## src/rtl/picomips_pkg.sv

```systemverilog
// picomips_pkg: shared types and constants for the picoMIPS switch/LED
// handshake controller.
//   hs_state_e          : controller states (IDLE, LOAD, WAIT, SHOW, TIMEOUT)
//   DATA_W_DEFAULT      : default index/result width
//   LED_TIMEOUT_PATTERN : value shown on the LEDs when the cpu never answers
package picomips_pkg;

  localparam int         DATA_W_DEFAULT      = 8;
  localparam logic [7:0] LED_TIMEOUT_PATTERN = 8'hFF;

  typedef enum logic [2:0] {
    IDLE    = 3'd0,
    LOAD    = 3'd1,
    WAIT    = 3'd2,
    SHOW    = 3'd3,
    TIMEOUT = 3'd4
  } hs_state_e;

endpackage

```

## src/rtl/switch_debounce.sv

```systemverilog
// switch_debounce: 2-flop synchroniser followed by a debounce counter.
// clean follows the synchronised level only after that level has differed
// from clean for DEBOUNCE_CYCLES consecutive cycles; any return to the clean
// value clears the counter. Usable for any slow mechanical switch.
// Ports:
//   clk   in  : clock, all logic on posedge
//   reset in  : asynchronous active-high reset (sync flops, counter, clean -> 0)
//   raw   in  : asynchronous switch input
//   clean out : debounced level
module switch_debounce #(
  parameter int DEBOUNCE_CYCLES = 16
) (
  input  logic clk,
  input  logic reset,
  input  logic raw,
  output logic clean
);

  localparam int CNT_W = $clog2(DEBOUNCE_CYCLES + 1);
  localparam logic [CNT_W-1:0] CNT_LAST = CNT_W'(DEBOUNCE_CYCLES - 1);

  logic [1:0]       sync_q, sync_d;
  logic             clean_q, clean_d;
  logic [CNT_W-1:0] cnt_q, cnt_d;

  always_comb begin
    sync_d  = {sync_q[0], raw};
    clean_d = clean_q;
    cnt_d   = '0;
    if (sync_q[1] != clean_q) begin
      // The counter stops at CNT_LAST and the level is accepted on that
      // cycle, so it can never wrap back to zero mid-run.
      if (cnt_q >= CNT_LAST) begin
        clean_d = sync_q[1];
      end else begin
        cnt_d = cnt_q + 1'b1;
      end
    end
  end

  always_ff @(posedge clk or posedge reset) begin
    if (reset) begin
      sync_q  <= '0;
      clean_q <= 1'b0;
      cnt_q   <= '0;
    end else begin
      sync_q  <= sync_d;
      clean_q <= clean_d;
      cnt_q   <= cnt_d;
    end
  end

  assign clean = clean_q;

endmodule

```

## src/rtl/picomips_handshake_ctrl.sv

```systemverilog
// picomips_handshake_ctrl: sequences one picoMIPS transaction from the board
// switches to the LEDs. A debounced press of sw_handshake captures sw_index,
// pulses cpu_start, waits for cpu_done, shows cpu_result on led and re-arms
// once the switch is released.
// Optional feature macro: HS_TIMEOUT_EN -- adds a 16-bit WAIT cycle counter;
// after TIMEOUT_CYCLES without cpu_done the FSM enters TIMEOUT, sets the
// sticky timeout flag and shows LED_TIMEOUT_PATTERN. Without the macro WAIT
// waits forever and timeout is tied to 0.
// Ports:
//   clk, reset    : clock and asynchronous active-high reset
//   sw_handshake  : raw handshake switch
//   sw_index      : raw index switches (static while the switch is pressed)
//   cpu_start     : one-cycle start pulse, cpu_index valid with it
//   cpu_index     : captured index, held until the next LOAD
//   cpu_done      : cpu result valid (level or pulse), only sampled in WAIT
//   cpu_result    : cpu result, captured when cpu_done=1 in WAIT
//   led           : displayed result
//   busy          : 1 in every state except IDLE
//   timeout       : sticky timeout flag
//   dbg_state     : current FSM state
// Handshake: cpu_start is a single-cycle request that the cpu must accept
// without back-pressure; cpu_done is the response, ignored outside WAIT and
// accepted on the first WAIT cycle it is high (including the entry cycle).
module picomips_handshake_ctrl
  import picomips_pkg::*;
#(
  parameter int DATA_W          = DATA_W_DEFAULT,
  parameter int DEBOUNCE_CYCLES = 16,
  parameter int TIMEOUT_CYCLES  = 1024
) (
  input  logic              clk,
  input  logic              reset,
  input  logic              sw_handshake,
  input  logic [DATA_W-1:0] sw_index,
  output logic              cpu_start,
  output logic [DATA_W-1:0] cpu_index,
  input  logic              cpu_done,
  input  logic [DATA_W-1:0] cpu_result,
  output logic [DATA_W-1:0] led,
  output logic              busy,
  output logic              timeout,
  output hs_state_e         dbg_state
);

  if (DEBOUNCE_CYCLES < 2 || TIMEOUT_CYCLES < 2 || TIMEOUT_CYCLES > 65535) begin : g_bad_params
    $error("picomips_handshake_ctrl: DEBOUNCE_CYCLES must be >=2 and TIMEOUT_CYCLES in 2..65535");
  end

  // After reset the debouncer reports 0 even if the switch is held; a held
  // switch is only accepted DEBOUNCE_CYCLES+2 cycles later. Rising edges are
  // ignored until that window has passed, so a switch held through reset
  // must be released and pressed again.
  localparam int SETTLE_CYCLES = DEBOUNCE_CYCLES + 4;
  localparam int SET_W         = $clog2(SETTLE_CYCLES + 1);
  localparam logic [SET_W-1:0] SETTLE_LAST = SET_W'(SETTLE_CYCLES);

  logic hs_clean;

  switch_debounce #(
    .DEBOUNCE_CYCLES(DEBOUNCE_CYCLES)
  ) u_hs_debounce (
    .clk   (clk),
    .reset (reset),
    .raw   (sw_handshake),
    .clean (hs_clean)
  );

  hs_state_e         state_q, state_d;
  logic              cpu_start_q, cpu_start_d;
  logic [DATA_W-1:0] cpu_index_q, cpu_index_d;
  logic [DATA_W-1:0] led_q, led_d;
  logic              busy_q, busy_d;
  logic              hs_prev_q, hs_prev_d;
  logic [SET_W-1:0]  settle_q, settle_d;
  logic              settled, hs_rise;
`ifdef HS_TIMEOUT_EN
  localparam logic [15:0] WAIT_LAST = 16'(TIMEOUT_CYCLES - 1);
  logic [15:0]       wait_cnt_q, wait_cnt_d;
  logic              timeout_q, timeout_d;
`endif

  assign settled = (settle_q == SETTLE_LAST);
  assign hs_rise = settled & hs_clean & ~hs_prev_q;

  always_comb begin
    state_d     = state_q;
    cpu_start_d = 1'b0;
    cpu_index_d = cpu_index_q;
    led_d       = led_q;
    hs_prev_d   = hs_clean;
    settle_d    = settled ? settle_q : settle_q + 1'b1;
`ifdef HS_TIMEOUT_EN
    wait_cnt_d  = wait_cnt_q;
    timeout_d   = timeout_q;
`endif
    case (state_q)
      IDLE: begin
        if (hs_rise) begin
          state_d     = LOAD;
          cpu_start_d = 1'b1;
          cpu_index_d = sw_index;
`ifdef HS_TIMEOUT_EN
          // Counts the LOAD cycle, so TIMEOUT is entered TIMEOUT_CYCLES
          // cycles after cpu_start.
          wait_cnt_d  = 16'd1;
`endif
        end
      end
      LOAD: state_d = WAIT;
      WAIT: begin
        if (cpu_done) begin
          led_d   = cpu_result;
          state_d = SHOW;
        end
`ifdef HS_TIMEOUT_EN
        else if (wait_cnt_q >= WAIT_LAST) begin
          led_d     = DATA_W'(LED_TIMEOUT_PATTERN);
          timeout_d = 1'b1;
          state_d   = TIMEOUT;
        end else begin
          wait_cnt_d = wait_cnt_q + 16'd1;
        end
`endif
      end
      SHOW: begin
        if (!hs_clean) state_d = IDLE;
      end
`ifdef HS_TIMEOUT_EN
      TIMEOUT: begin
        if (!hs_clean) state_d = IDLE;
      end
`endif
      default: state_d = IDLE;
    endcase
    busy_d = (state_d != IDLE);
  end

  always_ff @(posedge clk or posedge reset) begin
    if (reset) begin
      state_q     <= IDLE;
      cpu_start_q <= 1'b0;
      cpu_index_q <= '0;
      led_q       <= '0;
      busy_q      <= 1'b0;
      hs_prev_q   <= 1'b0;
      settle_q    <= '0;
`ifdef HS_TIMEOUT_EN
      wait_cnt_q  <= '0;
      timeout_q   <= 1'b0;
`endif
    end else begin
      state_q     <= state_d;
      cpu_start_q <= cpu_start_d;
      cpu_index_q <= cpu_index_d;
      led_q       <= led_d;
      busy_q      <= busy_d;
      hs_prev_q   <= hs_prev_d;
      settle_q    <= settle_d;
`ifdef HS_TIMEOUT_EN
      wait_cnt_q  <= wait_cnt_d;
      timeout_q   <= timeout_d;
`endif
    end
  end

  assign cpu_start = cpu_start_q;
  assign cpu_index = cpu_index_q;
  assign led       = led_q;
  assign busy      = busy_q;
  assign dbg_state = state_q;
`ifdef HS_TIMEOUT_EN
  assign timeout   = timeout_q;
`else
  assign timeout   = 1'b0;
`endif

endmodule

```

## config.mk

```make
export PLATFORM = sky130hd
export DESIGN_NAME = picomips_handshake_ctrl
export DESIGN_NICKNAME = d
export VERILOG_FILES = /design/src/rtl/picomips_pkg.sv /design/src/rtl/switch_debounce.sv /design/src/rtl/picomips_handshake_ctrl.sv
export SDC_FILE = /design/constraint.sdc
export NUM_CORES = 1
export LEC_CHECK = 0
export CAP_MARGIN = 40
export CORE_MARGIN = 2
export CORE_UTILIZATION = 30
export CTS_BUF_LIST = sky130_fd_sc_hd__clkbuf_4 sky130_fd_sc_hd__clkbuf_8
export CTS_CLUSTER_SIZE = 40
export DETAILED_ROUTE_END_ITERATION = 7
export SYNTH_ARGS = -nofsm -noshare
export SYNTH_HDL_FRONTEND = slang
export SYNTH_HIERARCHICAL = 1
export SYNTH_SLANG_ARGS = --single-unit
```

## constraint.sdc

```tcl
create_clock -name clk -period 1.8 [get_ports clk]
set_input_delay 0.36 -clock clk [delete_from_list [all_inputs] [get_ports clk]]
set_output_delay 0.36 -clock clk [all_outputs]
set_load 0.05 [all_outputs]
```

==> results of run 1 <==
[flip-flops by register name, summed over array words and instances, names as in the netlist]
| name | cells |
|---|---|
| dbg_state | 3 |
| cpu_start | 1 |
| u_hs_debounce/cnt_q | 5 |
| busy | 1 |
| u_hs_debounce/clean | 1 |
| hs_prev_q | 1 |
| led | 8 |
| u_hs_debounce/sync_q | 2 |
| settle_q | 5 |
| cpu_index | 8 |
[area by class of cell]
| class | instances | area, um2 | area share [%] |
|---|---|---|---|
| inverter | 6 | 22.5 | 1.17 |
| timing repair buffer | 42 | 363 | 18.9 |
| tap | 52 | 65.1 | 3.39 |
| clock buffer | 7 | 83.8 | 4.36 |
| sequential | 35 | 876 | 45.6 |
| clock inverter | 1 | 5.00 | 0.261 |
| multi-input combinational | 61 | 505 | 26.3 |
[through the flow]
step	power [uW]	worst slack, ns	cells	util, %
2_1_floorplan	996	0.164	104	-
3_3_place_gp	1090	0.116	196	41.2
3_5_place_dp	1100	0.0422	196	41.2
4_1_cts	1670	0.223	204	43.2
5_1_grt	1740	0.163	204	43.2
6_report	1650	0.233	204	43.2
[worst max-delay path by stage]
stage                            from                  end
2_1_floorplan            dbg_state[0]               led[0]
3_3_place_gp                 cpu_done               led[1]
3_5_place_dp                 cpu_done               led[6]
4_1_cts        u_hs_debounce/cnt_q[0]  u_hs_debounce/clean
5_1_grt                   settle_q[0]         cpu_index[7]
6_report       u_hs_debounce/cnt_q[0]  u_hs_debounce/clean
[cells by family after synthesis]
group | Yosys count | synth area share, %
xor+xnor | 6 | 3.71
other cells | 1 | 0.265
fa+ha+maj | 4 | 3.54
simple gates | 26 | 11.5
compound gates | 5 | 1.86
buf+inv | 8 | 2.65
flops | 35 | 61.9
mux | 18 | 14.6
[metal layers]
| layer | track usage, % | up-vias | part of all wire (%) |
|---|---|---|---|
| met5 | 0 | - | 0 |
| met4 | 5.14 | 0 | 1.9 |
| met3 | 4.01 | 5 | 6.7 |
| met2 | 19.0 | 36 | 49 |
| met1 | 13.2 | 449 | 42 |
| li1 | - | 441 | - |
[power by group]
group / total, uW / switching, uW / internal [uW]
Combinational: 240 / 143 / 96.2
Clock: 567 / 265 / 301
Sequential: 840 / 20.2 / 820
Total: 1650 / 429 / 1220
[synthesized netlist by cell type]
library cell and number:
and4b_4 1, and4_2 1, inv_1 6, nand3_1 3, dfrtp_1 35, buf_4 2, xor2_1 2, nand3b_1 1
xnor2_1 4, nor2_1 8, nor3b_1 1, mux2_4 1, and3_1 2, nand2_1 4, a21oi_1 2, nand3_4 1
nor2_2 1, nor3b_2 1, o21ai_0 2, conb_1 1, a31oi_1 1, nand4b_1 1, ha_1 4, mux2_2 17
nand4_1 1
==> results.md, run 1 <==
- Run status: finished clean
- Post-synthesis cell area: 1420 um2
- Core Box Area: 4440 um2
- Slew Limit Fails: 0
- Die area: between 5000 and 6000 um2
- Crit-path leading delay family: adder cells
- Leading area contributor after synthesis: dfrtp_1
- Placer congestion estimate: 0.730
- Pwr/cell area: 857 nW/um2
- H-tree depth: 2
- Fillers: around 430
- Top cell type's share of synthesized area: 61.9%
- Cell variety after synth: 25
- Clock transition at the registers of the reported paths: 0.07 ns
- Worst path max stage delay: 0.40 ns
- Setup CP Type: flop to flop
- Worst r2r path cells: 6
- Horiz. Die Dim: 72.7 um
- Most frequent cell on the critical path: ha_1
- Flops & latches, synth: 35
- N_diodes: 0
- Commonest non-fill, non-tap cells in the layout: dfrtp_1, buf_4, clkdlybuf4s50_1
- Commonest non-fill, non-tap cell in the layout: dfrtp_1
- Synth top area cells: dfrtp_1, mux2_2, ha_1, xnor2_1, nor2_1
- Final setup TNS: 0 ns
- P_leak: 0.000916 uW
- Cell depth of the worst setup path: 6
- Layout Skew: about 0.008 ns
- Starting Density: between 30% and 40%
- Post-layout min period: 1.57 ns
- Final number of setup-violating endpoints: 0
- Flop2flop setup slack: 0.23 ns
- Max Cap Viol: 0
- Number of nets still failing antenna checks after routing: 0
- DRC Markers: 0
- TritonRoute pass-1 iters: 4
- Port Buffers: 40
- Post-CTS Resized: 0
- Postcts setup bufs: 0
- Cts hold-fix bufs: 0
- Layout cell share with drive strength beyond 1: 35.5%
- Placed Instance Area: 1830 um2
- R2R Path End: u_hs_debounce/clean
- Crit-path cells: ha_1 > and3_1 > ha_1 > nor2_2 > nand2_1 > mux2_4
- Clock sinks: 35
- Syn-to-layout area delta: 35.7%
- Period Utilization, post-route: 87.1%
- WL per Instance: 13.0 um
- Total track usage: 11.4%
- CTS Buffer Depth: 2
- Num CTS Buffers: 5
- Gate Count Post-Synth: 103
- RSZ-0062 raised after global routing: false
- Largest net degree at the start of global routing: 28
- Clock Tree Root: clkbuf_8
- Critical path's slowest cell: dfrtp_1
- Layout net count: between 150 and 200
- Drt initial violations: 19
- VDD IR-drop max: between 0.4 and 0.5 mV
- Wire length of the first global-routing pass: 4550 um
- # IOs: 42
- Hold/Removal Path Class: input pin to async pin
- CP Data Required Time: 1.97 ns
- Initial antenna violation count: 0
- Buffers and inverters on the worst path: 0
- F_max: roughly 0.64 GHz
- CTS tree: done
- Total grt overflow: 0
- FF-to-FF Start: u_hs_debounce/cnt_q[0]
- Final instance area: roughly 1900 um2
- Min Hold Slack: 0.349 ns
- Hold Vio Cnt, Final: 0
- Hpwl dp: 2010 um
- Number of vias in the routed layout: 931
- WL final: 2650 um
- Post-Syn Area per Cell: 13.7 um2
- # rows: 24
- Die Span Y: 72.7 um
- Sequential share of the synthesized area: 61.9%
- Crit path DAT: 1.74 ns
- Crit end category: flop
- Vias per cell: 4.56
- Number of global-route vias before repair: 1019
- Synth Warn #: 6
- Worst-Skew Late Latency: about 0.28 ns
- Worst-path maximum fanout: 4
- Critical path startpoint category: flop
No activity file was read; power rests on OpenSTA's default activity.
==> inputs of run 2 (changes only) <==
- CORE_MARGIN: 2 -> not set
==> run 2 against run 1 <==
  * The run now ends with DRC left
  * Critical path depth decreased by 3
  * First-iteration DRC count increased by 95%
  * Non-clock buffer count decreased by 1
==> results.md, run 2 (same netlist as run 1, synthesis figures left out) <==
- Drt initial violations: 37
- CTS tree: done
- Wire length of the first global-routing pass: 4510 um
- Clock transition at the registers of the reported paths: around 0.080 ns
- TritonRoute pass-1 iters: 6
- Initial antenna violation count: 0
- Clock sinks: 35
- Die area: between 4000 and 5000 um2
- Met3 Resource Use GR: between 4 and 5%
- Worst-path maximum fanout: 8
- Die Span Y: 70.7 um
- Postcts setup bufs: 0
- Layout net count: 174
- Multi-input logic area: about 500 um2
- Number of nets still failing antenna checks after routing: 0
- Placed insts: 195
- Worst path max stage delay: between 0.4 and 0.5 ns
- Hold/Removal Path Class: input pin to async pin
- Crit path DAT: 1.77 ns
- Post-layout min period: between 1.5 and 2 ns
- Commonest non-fill, non-tap cell in the layout: dfrtp_1
- Setup CP Type: flop to flop
- WL per Instance: 12.8 um
- Clock Tree Root: clkbuf_8
- Crit-path leading delay family: simple AND/OR/NAND/NOR gates
- Crit-path cells: nor2_1 > and3_1 > mux2_2
- Critical path startpoint category: flop
- Final setup TNS: 0 ns
- Post-Layout Cell Count: just over 200
- Num CTS Buffers: 5
- Largest net degree at the start of global routing: 28
- Met2 usage: 18.2%
- Failing checks: DRC
- Critical path's slowest cell: dfrtp_1
- P_leak: 0.000920 uW
- Hold Vio Cnt, Final: 0
- Fillers: about 420
- Number of global-route vias before repair: approximately 950
- Vias per cell: around 4.6
- H-tree depth: 2
- Total track usage: 12.0%
- Register area: between 800 and 900 um2
- DRC Markers: 4
- Core Box Area: about 4400 um2
- # rows: 24
- Layout cell share with drive strength beyond 1: 35.1%
- CP Data Required Time: 1.98 ns
- Total grt overflow: 0
- RSZ-0062 raised after global routing: false
- Max Cap Viol: 0
- WL final: 2600 um
- Run status: complete, but fails checks
- Buffers and inverters on the worst path: 0
- Grt peak-use layer: met2
- Slew Limit Fails: 0
- # IOs: 42
- CTS Buffer Depth: 2
- Commonest non-fill, non-tap cells in the layout: dfrtp_1, buf_4, clkdlybuf4s50_1
- N_diodes: 0
- Cts hold-fix bufs: 0
- Starting Density: 31.8%
- Hpwl dp: 1860 um
- Met1 usage in global routing: 15.2%
- Port Buffers: 40
- Layout Skew: 0.00847 ns
- Syn-to-layout area delta: 36.9%
- Horiz. Die Dim: ~71 um
- Worst-Skew Late Latency: 0.29 ns
- Crit end category: flop
- Post-CTS Resized: 0
- F_max: 0.628 GHz
- Placer congestion estimate: 0.682
- Final number of setup-violating endpoints: 0
- Period Utilization, post-route: approximately 88%
- Number of vias in the routed layout: 929
- Pwr/cell area: approximately 900 nW/um2
- VDD IR-drop max: 0.411 mV
-- run 2: area by class of cell --
| type | instances | share of cell area, % |
|---|---|---|
| Clock inverter | 3 | 2.26 |
| Tap cell | 52 | 3.36 |
| Timing Repair Buffer | 41 | 18.3 |
| Clock buffer | 5 | 3.55 |
| Multi-Input combinational cell | 61 | 26.1 |
| Sequential cell | 35 | 45.2 |
| Inverter | 6 | 1.16 |
-- run 2: metrics by stage --
step	setup WS (ns)	utilization (%)	instance area, um2	power, uW	hold WS (ns)
after floorplan	0.164	-	1420	996	0.176
after global routing	0.106	43.6	1940	1860	0.370
after global placement	0.109	41.0	1820	1090	0.335
after detailed placement	0.0689	41.0	1820	1100	0.336
final	0.207	43.6	1940	1780	0.353
after CTS	0.190	43.6	1940	1810	0.362
-- run 2: report_power, final --
part	internal [uW]	total [uW]	switching, uW
Clock	412	701	289
Combinational	94.9	237	142
Sequential	819	840	20.2
-- run 2: worst reg2reg max path, stage by stage (launching register included) --
cell and delay [ns]:
dfrtp_1 0.43, nor2_1 0.25, and3_1 0.42, mux2_2 0.38
-- run 2: path summary, 6_finish.rpt --
path                                          from                      end  slack, ns  cells after the start
max                                   dbg_state[0]                   led[3]       0.21                      3
min                                          reset   u_hs_debounce/cnt_q[1]       0.35                      2
max reg2reg                           dbg_state[0]                   led[3]       0.21                      3
max in group asynchronous                    reset             dbg_state[1]       1.08                      3
min reg2reg                u_hs_debounce/sync_q[0]  u_hs_debounce/sync_q[1]       0.36                      0
min in group clk           u_hs_debounce/sync_q[0]  u_hs_debounce/sync_q[1]       0.36                      0
-- run 2: routing by layer --
layer	wire length [um]	part of all wire [%]	up-vias
li1	-	-	439
met1	1170	45	447
met2	1200	46	37
met3	156	6.0	6
met4	63	2.4	0
met5	0	0	-
==> inputs of run 3 (changes only) <==
- CORE_UTILIZATION: 30 -> 48
- PLACE_DENSITY: not set -> 0.81
==> run 3 against run 2 <==
  * The flow now finishes without violations
  * Non-clock buffer count grew 1
  * Critical endpoint is now u_hs_debounce/clean
  * First-iteration DRC count is 62% lower
  * Die area decreased by 37%
  * Via count is 1.9% lower
  * Critical path depth up 3
==> results.md, run 3 (same netlist as run 1, synthesis figures left out) <==
- Die area: 3170 um2
- Clock transition at the registers of the reported paths: 0.09 ns
- Clock Tree Root: clkbuf_4
- # rows: 19
- Layout net count: 175
- VDD IR-drop max: 0.662 mV
- Max Cap Viol: 0
- Layout cell share with drive strength beyond 1: a little over a third
- Initial antenna violation count: 0
- Final instance area: between 1500 and 2000 um2
- Number of vias in the routed layout: 911
- Crit path DAT: 1.81 ns
- Clock sinks: 35
- Min Hold Slack: 0.283 ns
- Final setup TNS: 0 ns
- P_leak: 0.000909 uW
- CTS Buffer Depth: 2
- N_diodes: 0
- Final number of setup-violating endpoints: 0
- Hpwl dp: 1750 um
- Grt peak-use layer: met2
- FF-to-FF Start: u_hs_debounce/cnt_q[0]
- Total track usage: 17.3%
- Total grt overflow: 0
- Layout Skew: 0.00473 ns
- WL per Instance: 12.6 um
- H-tree depth: 2
- R2R Path End: u_hs_debounce/clean
- RSZ-0062 raised after global routing: false
- CTS tree: done
- F_max: 0.629 GHz
- Crit end category: flop
- Placed Instance Area: between 1500 and 2000 um2
- Number of nets still failing antenna checks after routing: 0
- Pwr/cell area: between 800 and 900 nW/um2
- Worst r2r path cells: 6
- Num CTS Buffers: 5
- Final core utilization: 67.6%
- Number of global-route vias before repair: 904
- Met2 usage: 26.9%
- Port Buffers: 40
- Slew Limit Fails: 0
- Wire length of the first global-routing pass: 4010 um
- Critical path startpoint category: flop
- Commonest non-fill, non-tap cells in the layout: dfrtp_1, buf_4, clkdlybuf4s50_1
- Post-CTS Resized: 0
- Horiz. Die Dim: 56.3 um
- Placer congestion estimate: 0.734
- Hold Vio Cnt, Final: 0
- Postcts setup bufs: 0
- Worst-path maximum fanout: 4
- Met1 usage in global routing: 20.5%
- Post-layout min period: ~1.6 ns
- DRC Markers: 0
- CP Data Required Time: ~2.0 ns
- Drt initial violations: 14
- Core Box Area: 2780 um2
- Vias per cell: 5.01
- # IOs: 42
- Starting Density: 50.9%
- Flop2flop setup slack: 0.21 ns
- Die Span Y: ~56 um
- Commonest non-fill, non-tap cell in the layout: dfrtp_1
- Run status: finished clean
- Cts hold-fix bufs: 0
- Worst-Skew Late Latency: approximately 0.33 ns
- Hold/Removal Path Class: input pin to async pin
- TritonRoute pass-1 iters: 4
- Met3 Resource Use GR: a little under 8%
- WL final: 2300 um
- Largest net degree at the start of global routing: 28
- Syn-to-layout area delta: 32.9%
- Setup CP Type: flop to flop
- Period Utilization, post-route: roughly nine tenths
## run 3: how the worst max path moves through the flow
| stage | from | to | slack, ns |
|---|---|---|---|
| floorplan | dbg_state[0] | led[0] | 0.16 |
| finish | u_hs_debounce/cnt_q[0] | u_hs_debounce/clean | 0.21 |
| CTS | u_hs_debounce/cnt_q[0] | u_hs_debounce/clean | 0.22 |
| global route | u_hs_debounce/cnt_q[0] | u_hs_debounce/clean | 0.14 |
| global placement | cpu_done | led[1] | 0.13 |
| detailed placement | cpu_done | led[2] | 0.08 |
## run 3: per-layer routing
metal | wire length [um] | vias up | part of all wire, %
li1 | - | 445 | -
met1 | 954 | 429 | 41
met2 | 1120 | 32 | 49
met3 | 179 | 5 | 7.8
met4 | 44 | 0 | 1.9
met5 | 0 | - | 0
## run 3: layout make-up
class / count / area [um2]
clock buffers: 6 / 45.0
clock inverters: 1 / 30.0
fillers: 200 / 901
inverters: 6 / 22.5
multi-input cells: 61 / 505
flip-flops and latches: 35 / 876
well taps: 31 / 38.8
repair buffers: 42 / 363
## run 3: through the flow
stage	power [uW]	worst slack, ns	cells
after floorplan	996	0.164	104
after global placement	1090	0.130	175
after detailed placement	1100	0.0808	175
after CTS	1640	0.216	182
after global routing	1690	0.141	182
final	1620	0.211	182
## run 3: critical path: stages, from the launching register on
cell,delay (ns)
dfrtp_1,0.42
ha_1,0.23
and3_1,0.18
ha_1,0.18
nor2_2,0.10
nand2_1,0.08
mux2_4,0.29
## run 3: report_power, final
group	total [uW]	internal, uW	switching [uW]
Clock	540	301	239
Combinational	238	96.1	142
Sequential	838	819	19.4
